==> src/rtl/uart_rx_deser.sv <==
// UART 8N1 receiver: 2-flop input sync, mid-bit sampling, valid/ready byte output.
// Stop bit sampled 2 + CLKS_PER_BIT/2 + (DATA_BITS+1)*CLKS_PER_BIT cycles after start edge; byte 1 cycle later.
module uart_rx_deser #(
  parameter int CLKS_PER_BIT = 8,
  parameter int DATA_BITS    = 8
) (
  input  logic                 clk,
  input  logic                 rst,
  input  logic                 rx,
  output logic [DATA_BITS-1:0] rx_data,
  output logic                 rx_valid,
  input  logic                 rx_ready,
  output logic                 frame_err,
  output logic                 overrun
);

  localparam int CW = (CLKS_PER_BIT > 1) ? $clog2(CLKS_PER_BIT) : 1;
  localparam int IW = (DATA_BITS > 1) ? $clog2(DATA_BITS) : 1;

  typedef enum logic [2:0] {S_IDLE, S_START, S_DATA, S_STOP, S_BRK} state_t;

  state_t               state, state_n;
  logic [CW-1:0]        cnt;
  logic [IW-1:0]        bit_idx;
  logic [DATA_BITS-1:0] shreg;
  logic                 sync1, rx_s;
  logic                 deliver;
  logic                 cnt_clr, shift_en, stop_ok, stop_bad;
  logic                 at_half, at_last;

  assign at_half = (cnt == CW'(CLKS_PER_BIT/2 - 1));
  assign at_last = (cnt == CW'(CLKS_PER_BIT - 1));

  always_comb begin
    state_n  = state;
    cnt_clr  = 1'b0;
    shift_en = 1'b0;
    stop_ok  = 1'b0;
    stop_bad = 1'b0;
    case (state)
      S_IDLE:  if (!rx_s) state_n = S_START;
      S_START: if (at_half) state_n = rx_s ? S_IDLE : S_DATA;
      S_DATA: begin
        if (at_last) begin
          shift_en = 1'b1;
          cnt_clr  = 1'b1;
          if (bit_idx == IW'(DATA_BITS-1)) state_n = S_STOP;
        end
      end
      S_STOP: begin
        // Leaving at the stop-bit midpoint lets a gapless next start bit be seen.
        if (at_last) begin
          if (rx_s) begin
            stop_ok = 1'b1;
            state_n = S_IDLE;
          end else begin
            stop_bad = 1'b1;
            state_n  = S_BRK;
          end
        end
      end
      S_BRK:   if (rx_s) state_n = S_IDLE;
      default: state_n = S_IDLE;
    endcase
  end

  always_ff @(posedge clk) begin
    if (rst) begin
      sync1     <= 1'b1;
      rx_s      <= 1'b1;
      state     <= S_IDLE;
      cnt       <= '0;
      bit_idx   <= '0;
      shreg     <= '0;
      deliver   <= 1'b0;
      frame_err <= 1'b0;
      overrun   <= 1'b0;
      rx_data   <= '0;
      rx_valid  <= 1'b0;
    end else begin
      sync1 <= rx;
      rx_s  <= sync1;
      state <= state_n;
      if (state_n != state || cnt_clr || state == S_IDLE || state == S_BRK)
        cnt <= '0;
      else
        cnt <= cnt + CW'(1);
      if (state != S_DATA)
        bit_idx <= '0;
      else if (shift_en)
        bit_idx <= bit_idx + IW'(1);
      if (shift_en)
        shreg <= {rx_s, shreg[DATA_BITS-1:1]};
      deliver   <= stop_ok;
      frame_err <= stop_bad;
      // A held byte is never overwritten; the newcomer is dropped and flagged.
      overrun   <= deliver & rx_valid & ~rx_ready;
      if (deliver && (!rx_valid || rx_ready)) begin
        rx_data  <= shreg;
        rx_valid <= 1'b1;
      end else if (rx_valid && rx_ready) begin
        rx_valid <= 1'b0;
      end
    end
  end

endmodule
==> config.mk <==
export PLATFORM = sky130hd
export DESIGN_NAME = uart_rx_deser
export DESIGN_NICKNAME = d
export VERILOG_FILES = /design/src/rtl/uart_rx_deser.sv
export SDC_FILE = /design/constraint.sdc
export NUM_CORES = 1
export LEC_CHECK = 0
export BUFFER_PORTS_ARGS = -buffer_cell sky130_fd_sc_hd__buf_4
export CORE_AREA = 2 2 51 53
export DETAILED_ROUTE_END_ITERATION = 12
export DIE_AREA = 0 0 53 55
export GPL_TIMING_DRIVEN = 1
export PLACE_DENSITY = 0.76
export SYNTH_ARGS = -nofsm -noshare
export SYNTH_HDL_FRONTEND = slang
export SYNTH_SLANG_ARGS = --single-unit
==> constraint.sdc <==
create_clock -name clk -period 2.18 [get_ports clk]
set_clock_uncertainty 0.2 [all_clocks]
set_input_delay 0.218 -clock clk [delete_from_list [all_inputs] [get_ports clk]]
set_output_delay 0.218 -clock clk [all_outputs]
set_load 0.02 [all_outputs]
==> results of run 1 <==
[placed cells by master, fill, tap and decap left out, types with 3 or more instances in the layout]
cell type  netlist  layout
ha_1             6       6
nand3b_1         3       3
buf_4            0      15
mux2i_1         11      11
nor2_1          14      14
nand3_1          9       9
dfxtp_1         31      31
o21ai_0          8       8
clkbuf_4         0       5
a21oi_1          9       9
inv_1            3       3
nor3_1           4       4
[cell families after synthesis]
| group | synth area share |
|---|---|
| buffers and inverters | 0.0506 |
| adders and majority gates | 0.0607 |
| muxes | 0.0890 |
| xor gates and xnor gates | 0.00708 |
| and+or+nand+nor | 0.197 |
| AOI/OAI and AO/OA | 0.0940 |
| DFF | 0.502 |
[state kept, by name, summed over array words and instances, names as in the netlist, 3 cells and up]
signal / cells
bit_idx: 3
cnt: 3
rx_data: 8
shreg: 8
state: 3
[worst paths after layout]
path                from  endpoint  slack, ns  depth (start not counted)
setup / recovery  cnt[0]  shreg[0]       0.36                          6
hold / removal       rst  shreg[7]       0.05                          2
setup reg to reg  cnt[0]  shreg[0]       0.36                          6
hold reg to reg    sync1      rx_s       0.21                          1
[report_power, final]
group / leakage (nW) / internal, W / switching (W)
clock network: 0.0341 / 0.000149 / 0.000174
logic: 0.257 / 0.0000102 / 0.0000116
registers: 0.250 / 0.000569 / 0.00000360
total: 0.542 / 0.000728 / 0.000189
[area by class of cell]
type / count / area [µm²] / area share
Clock buffer: 6 / 51.3 / 0.0366
Multi-Input combinational cell: 84 / 554 / 0.395
Timing Repair Buffer: 16 / 123 / 0.0874
Clock inverter: 1 / 5.00 / 0.00357
Sequential cell: 31 / 621 / 0.442
Tap cell: 30 / 37.5 / 0.0268
Inverter: 3 / 11.3 / 0.00803
[per-layer routing]
| metal | track usage | up-vias |
|---|---|---|
| li1 | - | 471 |
| met5 | 0 | - |
| met4 | 0.0726 | 0 |
| met2 | 0.273 | 19 |
| met3 | 0.0806 | 4 |
| met1 | 0.178 | 434 |
[through the flow]
| step | setup WS, ns | cell area [µm²] | power [W] | util |
|---|---|---|---|---|
| global placement | 0.436 | 1340 | 0.000606 | 0.565 |
| floorplan | 0.518 | 1240 | 0.000600 | - |
| finish | 0.364 | 1400 | 0.000917 | 0.593 |
| detailed placement | 0.349 | 1340 | 0.000607 | 0.565 |
| global route | 0.250 | 1400 | 0.000967 | 0.593 |
| CTS | 0.333 | 1400 | 0.000934 | 0.593 |
[worst max-delay path: stages, from the launching register on]
cell	delay, ns
dfxtp_1	0.34
ha_1	0.20
ha_1	0.28
and4bb_1	0.22
buf_4	0.19
mux2i_1	0.22
nor2_1	0.06
==> results_dict.tcl, run 1 <==
set metrics [dict create \
    viasPerCell 5.43 \
    status "finished, final reports clean" \
    worstSetupPathType "flop to flop" \
    die_w_um 53 \
    wirelength_um 2010 \
    instances_no_fill 171 \
    syn_inst 127 \
    cp-start-kind "flop" \
    io_pins 15 \
    crit_fanout 9 \
    cts.hold.buffers_added 1 \
    nFillCells 207 \
    core-area_um2 2360 \
    ir_drop_mv 0.475 \
    crit_arrival_ns 1.82 \
    leakage_nw 0.542 \
    vias 928 \
    p_per_area_nw_per_um2 654 \
    syn_avg_cell_area_um2 9.74 \
    clkLatencyLatePin_ns 0.32 \
    whs_ns 0.0450 \
    yosysTopAreaCellShare 0.502 \
    seq_area_frac_synth 0.502 \
    synthTopCellsByCount "dfxtp_1 (31), nor2_1 (14), mux2i_1 (11)" \
    tightest_slew_ns 0.452 \
    port_buffers 14 \
    dieArea_um2 2920 \
    area_growth_pct 13.3 \
    finalCritPeriodShare 0.833 \
    yosys_warnings 0 \
    wl_met1_um 906 \
    crit_required_ns 2.18 \
    synth_top_cell_by_area "dfxtp_1" \
    grt_pass1_vias 812 \
    nNetsFinal 151 \
    ant_nets 0 \
    yosysMostFrequentCell "dfxtp_1" \
    async_flop_share 0 \
    cts_sinks 31 \
    wl_met2_um 978 \
    drive_above_1_share 0.170 \
    clockBufferDepth 2 \
    setup_viol 0 \
    clk_pin_slew_ns 0.09 \
    routabilityCongestion 0.746 \
    finalHoldViolCount 0 \
    die_y_um 55 \
    htree_levels 2 \
    cts_tree "yes" \
    grt_first_pass_wirelength_um 3390 \
    start_util 0.523 \
    drtPass1Iterations 3 \
    num_antenna_cells 0 \
    grt_max_degree 29 \
    rows 18 \
    dp_hpwl_um 1450 \
    synthesis.nets 137 \
    route.detailed.drc 0 \
    postCtsSetupBuffers 0 \
    hp-class "input pin to flop" \
    wl_per_cell_um 11.7 \
    track_usage 0.164 \
    tns_ns 0 \
    fmax_mhz 551 \
    antenna_found_initial 0 \
    final.min_clock_period_ns 1.82 \
    synth_top_flop_cell "dfxtp_1" \
    wl_met3_um 95 \
    top_layer "met4" \
    synth_seq_cells 31 \
    synth_area_leaders "dfxtp_1 (50%), mux2i_1 (8.9%), ha_1 (6.1%), nor2_1 (4.2%), a21oi_1 (3.6%)" \
    rsz0062_at_grt "false" \
    cap_violations 0 \
    synth-edff-count 0 \
    first_iter_violations 7 \
    post_cts_resized 0 \
    cts_root_buf "clkbuf_4" \
    numCtsBuffers 5 \
    overflow 0 \
    max-slew-margin-rel 0.698 \
    dp_cells 163 \
    critPathCaptureType "flop" \
    syn_area_um2 1240 \
    synth_cell_types 29 \
    slew_violations 0 \
]
No activity file was read; power rests on OpenSTA's default activity.
==> inputs of run 2 (changes only) <==
Clock period 2.18 ns to 1.8 ns, I/O delays scaled along.
==> results_dict.tcl, run 2 (same netlist as run 1, synthesis figures left out) <==
set metrics [dict create \
    worstHoldStart "rx_ready" \
    clkLatencyLatePin_ns 0.33 \
    max-slew-margin-rel 0.711 \
    numCtsBuffers 5 \
    finalHoldViolCount 0 \
    clk_pin_slew_ns 0.10 \
    p_per_area_nw_per_um2 873 \
    final_common_cell "dfxtp_1" \
    ir_drop_mv 0.981 \
    slew_violations 0 \
    grt_pass1_vias 862 \
    grt_max_degree 29 \
    clockBufferDepth 2 \
    hp-class "input pin to flop" \
    route.detailed.drc 0 \
    io_pins 15 \
    cts_sinks 31 \
    cp_slowest_cell "dfxtp_1" \
    nNetsFinal 153 \
    final.min_clock_period_ns 1.71 \
    crit_fanout 8 \
    die_y_um 55 \
    leakage_nw 0.570 \
    r2r_start "cnt[0]" \
    first_iter_violations 11 \
    path_cells "ha_1, ha_1, and4bb_1, buf_12, mux2i_1, nor2_1" \
    grt_first_pass_wirelength_um 3640 \
    viasPerCell 5.30 \
    routabilityCongestion 0.829 \
    rsz0062_at_grt "false" \
    cp-start-kind "flop" \
    overflow 0 \
    drive_above_1_share 0.194 \
    core-area_um2 2360 \
    cp_top_family "adder cells" \
    critPathCaptureType "flop" \
    finalCritPeriodShare 0.947 \
    wirelength_um 2120 \
    htree_levels 2 \
    vias 923 \
    place_area_um2 1360 \
    track_usage 0.177 \
    fmax_mhz 586 \
    rrSetupSlack_ns 0.09 \
    tightest_slew_ns 0.433 \
    crit_required_ns 1.82 \
    pre_cts_ws_ns 0.0939 \
    antenna_found_initial 0 \
    dieArea_um2 2920 \
    worstSetupStartpoint "cnt[0]" \
    rows 18 \
    reg_top3 "rx_data (8), shreg (8)" \
    wl_per_cell_um 12.2 \
    fin_area_um2 1470 \
    ant_nets 0 \
    drtPass1Iterations 4 \
    max_stage_delay_ns 0.35 \
    path_common_cell "ha_1" \
    tns_ns 0 \
    cts_root_buf "clkbuf_4" \
    fin_ws_ns 0.0947 \
    most-common-layout-cells "dfxtp_1 (31), buf_4 (15), nor2_1 (14), mux2i_1 (11)" \
    worstSetupPathType "flop to flop" \
    cts_tree "yes" \
    cap_violations 0 \
    crit_arrival_ns 1.72 \
    dp_hpwl_um 1560 \
    status "finished, final reports clean" \
    setup_viol 0 \
    area_growth_pct 18.9 \
    num_antenna_cells 0 \
    start_util 0.523 \
    path_buf_inv 1 \
    die_w_um 53 \
    port_buffers 14 \
]
[run 2: cell count changes in the layout (fill, tap and decap cells not counted), sizes merged]
cell,before,now
dlygate4sd3,1,2
bufinv,0,1
buf,15,16
[run 2: routing by layer]
| layer | vias to the layer above | track usage | share of wire |
|---|---|---|---|
| met1 | 423 | 0.196 | 0.43 |
| met5 | - | 0 | 0 |
| met2 | 21 | 0.302 | 0.50 |
| met3 | 5 | 0.0726 | 0.055 |
| met4 | 0 | 0.0769 | 0.015 |
| li1 | 474 | - | - |
[run 2: worst reg2reg max path, stage by stage (launching register included)]
cell and delay [ns]:
dfxtp_1 0.35, ha_1 0.21, ha_1 0.17, and4bb_1 0.27, buf_12 0.15, mux2i_1 0.21, nor2_1 0.05
[run 2: report_power, final]
part           internal (W)  leakage [nW]  switching (W)
combinational     0.0000142         0.271      0.0000145
clock              0.000328        0.0482       0.000233
sequential         0.000689         0.250     0.00000490
total               0.00103         0.570       0.000252
[run 2: layout make-up]
| class | count | area, µm² |
|---|---|---|
| tap | 30 | 37.5 |
| clock inverter | 2 | 35.0 |
| sequential | 31 | 621 |
| clock buffer | 6 | 51.3 |
| inverter | 3 | 11.3 |
| timing repair buffer | 18 | 153 |
| multi-input combinational | 84 | 563 |
| fill | 187 | 893 |
[run 2: worst paths after layout]
path                                   end  cells past startpoint
worst min-delay path            rx_data[3]                      4
worst max register to register    shreg[3]                      6
worst min register to register        rx_s                      1
worst max-delay path              shreg[3]                      6
[run 2: stage by stage]
stage | instances | util | total power (W) | hold WS [ns]
2_1_floorplan | 127 | - | 0.000727 | 0.0838
3_3_place_gp | 164 | 0.574 | 0.000734 | 0.171
3_5_place_dp | 164 | 0.574 | 0.000735 | 0.178
4_1_cts | 174 | 0.619 | 0.00130 | 0.0715
5_1_grt | 174 | 0.622 | 0.00134 | 0.0895
6_report | 174 | 0.622 | 0.00128 | 0.0810
[run 2: repair_timing]
item | in CTS | in global routing
setup endpoints to repair | 0 | 3
endpoints found under the hold margin | 6 | 0
buffers inserted | 0 | 0
hold buffers | 2 | 0
gates resized for setup | 0 | 2
==> inputs of run 3 (changes only) <==
Settings changed: CAP_MARGIN set to 15, PLACE_DENSITY 0.76 to 0.73.
==> results_dict.tcl, run 3 (same netlist as run 1, synthesis figures left out) <==
set metrics [dict create \
    crit_required_ns 1.81 \
    track_usage 0.180 \
    r2r_cells 6 \
    nNetsFinal 154 \
    r2r_start "cnt[0]" \
    antenna_found_initial 0 \
    numCtsBuffers 5 \
    overflow 0 \
    dieArea_um2 2920 \
    routabilityCongestion 0.796 \
    holdPathStages 4 \
    critPathCaptureType "flop" \
    grt_max_degree 29 \
    final.min_clock_period_ns 1.67 \
    tns_ns 0 \
    finalHoldViolCount 0 \
    instances_no_fill 174 \
    worstSetupStartpoint "cnt[0]" \
    finalCritPeriodShare 0.927 \
    area_growth_pct 17.0 \
    rrSetupSlack_ns 0.13 \
    clkLatencyLatePin_ns 0.32 \
    p_int_w 0.000884 \
    cp-start-kind "flop" \
    reg_top3 "rx_data (8), shreg (8)" \
    tightest_slew_ns 0.407 \
    crit_arrival_ns 1.68 \
    ir_drop_mv 0.629 \
    sequentialPowerShare 0.622 \
    die_w_um 53 \
    p_comb_frac 0.026 \
    wl_per_cell_um 12.5 \
    p_per_area_nw_per_um2 771 \
    cap_violations 0 \
    setup_viol 0 \
    clk_pin_slew_ns 0.09 \
    status "finished, final reports clean" \
    rsz0062_at_grt "false" \
    rows 18 \
    final_core_util 0.612 \
    port_buffers 14 \
    num_antenna_cells 0 \
    dp_hpwl_um 1560 \
    first_iter_violations 5 \
    fmax_mhz 600 \
    vias 920 \
    route.detailed.drc 0 \
    power_frac_clock 0.353 \
    ant_nets 0 \
    final_common_cell "dfxtp_1" \
    r2r-end "shreg[4]" \
    core-area_um2 2360 \
    cp-endpoint "shreg[4]" \
    slew_violations 0 \
    cts_tree "yes" \
    most-common-layout-cells "dfxtp_1 (31), buf_4 (16), nor2_1 (14), mux2i_1 (11)" \
    hp-class "input pin to flop" \
    io_pins 15 \
    clockBufferDepth 2 \
    drive_above_1_share 0.194 \
    die_y_um 55 \
    cts_root_buf "clkbuf_4" \
    start_util 0.523 \
    crit_fanout 9 \
    dp_cells 165 \
    htree_levels 2 \
    drtPass1Iterations 4 \
    sw_frac_of_total 0.208 \
    grt_first_pass_wirelength_um 3710 \
    max-slew-margin-rel 0.728 \
    fin_total_pwr_w 0.00112 \
    viasPerCell 5.29 \
    cts_sinks 31 \
    worstSetupPathType "flop to flop" \
    switching_power_w 0.000232 \
    leakage_nw 0.558 \
    postCtsSetupBuffers 0 \
    grt_pass1_vias 878 \
    wirelength_um 2180 \
]
[run 3: cell count changes in the layout (fill, tap and decap cells not counted), sizes merged]
cell / change
buf: +1
bufinv: -1
[run 3: per-layer routing]
layer / global-route usage / up-vias / part of all wire
li1: - / 475 / -
met1: 0.188 / 422 / 0.41
met2: 0.315 / 17 / 0.52
met3: 0.0726 / 6 / 0.044
met4: 0.0940 / 0 / 0.023
met5: 0 / - / 0
[run 3: layout make-up]
type / count / area [µm²]
Sequential cell: 31 / 621
Clock buffer: 6 / 51.3
Clock inverter: 1 / 5.00
Inverter: 3 / 11.3
Fill cell: 214 / 917
Timing Repair Buffer: 19 / 160
Multi-Input combinational cell: 84 / 562
Tap cell: 30 / 37.5
[run 3: per-stage QoR]
stage	hold WS [ns]	worst slack [ns]	instance area, µm²
floorplan	0.0838	0.138	1240
global placement	0.170	0.162	1360
detailed placement	0.170	0.0792	1360
CTS	0.0823	0.0616	1440
global route	0.121	0.0169	1450
finish	0.0973	0.132	1450
[run 3: critical path, cell delays in order (launching register included)]
cell and delay (ns):
dfxtp_1 0.35, ha_2 0.20, ha_1 0.19, and4bb_1 0.25, buf_12 0.15, mux2i_1 0.18, nor2_1 0.05
[run 3: repair_timing]
item                                    CTS  global route
endpoints found under the hold margin     7             0
endpoints found under the setup margin    0             4
gates resized for setup                   0             2
hold buffers                              2             0
[run 3: worst min-delay path by stage]
stage | startpoint | slack (ns) | endpoint
6_report | rx_ready | 0.1 | rx_data[5]
3_3_place_gp | rx | 0.17 | sync1
4_1_cts | rx_ready | 0.08 | rx_data[4]
2_1_floorplan | rx | 0.08 | sync1
3_5_place_dp | rx | 0.17 | sync1
5_1_grt | rx_ready | 0.12 | rx_data[2]
[run 3: power by group through the flow]
stage	Clock (W)	Combinational, W	Sequential, W
floorplan	0	0.0000201	0.000707
global placement	0	0.0000241	0.000710
detailed placement	0	0.0000244	0.000710
CTS	0.000408	0.0000280	0.000694
global route	0.000445	0.0000325	0.000695
finish	0.000394	0.0000286	0.000694
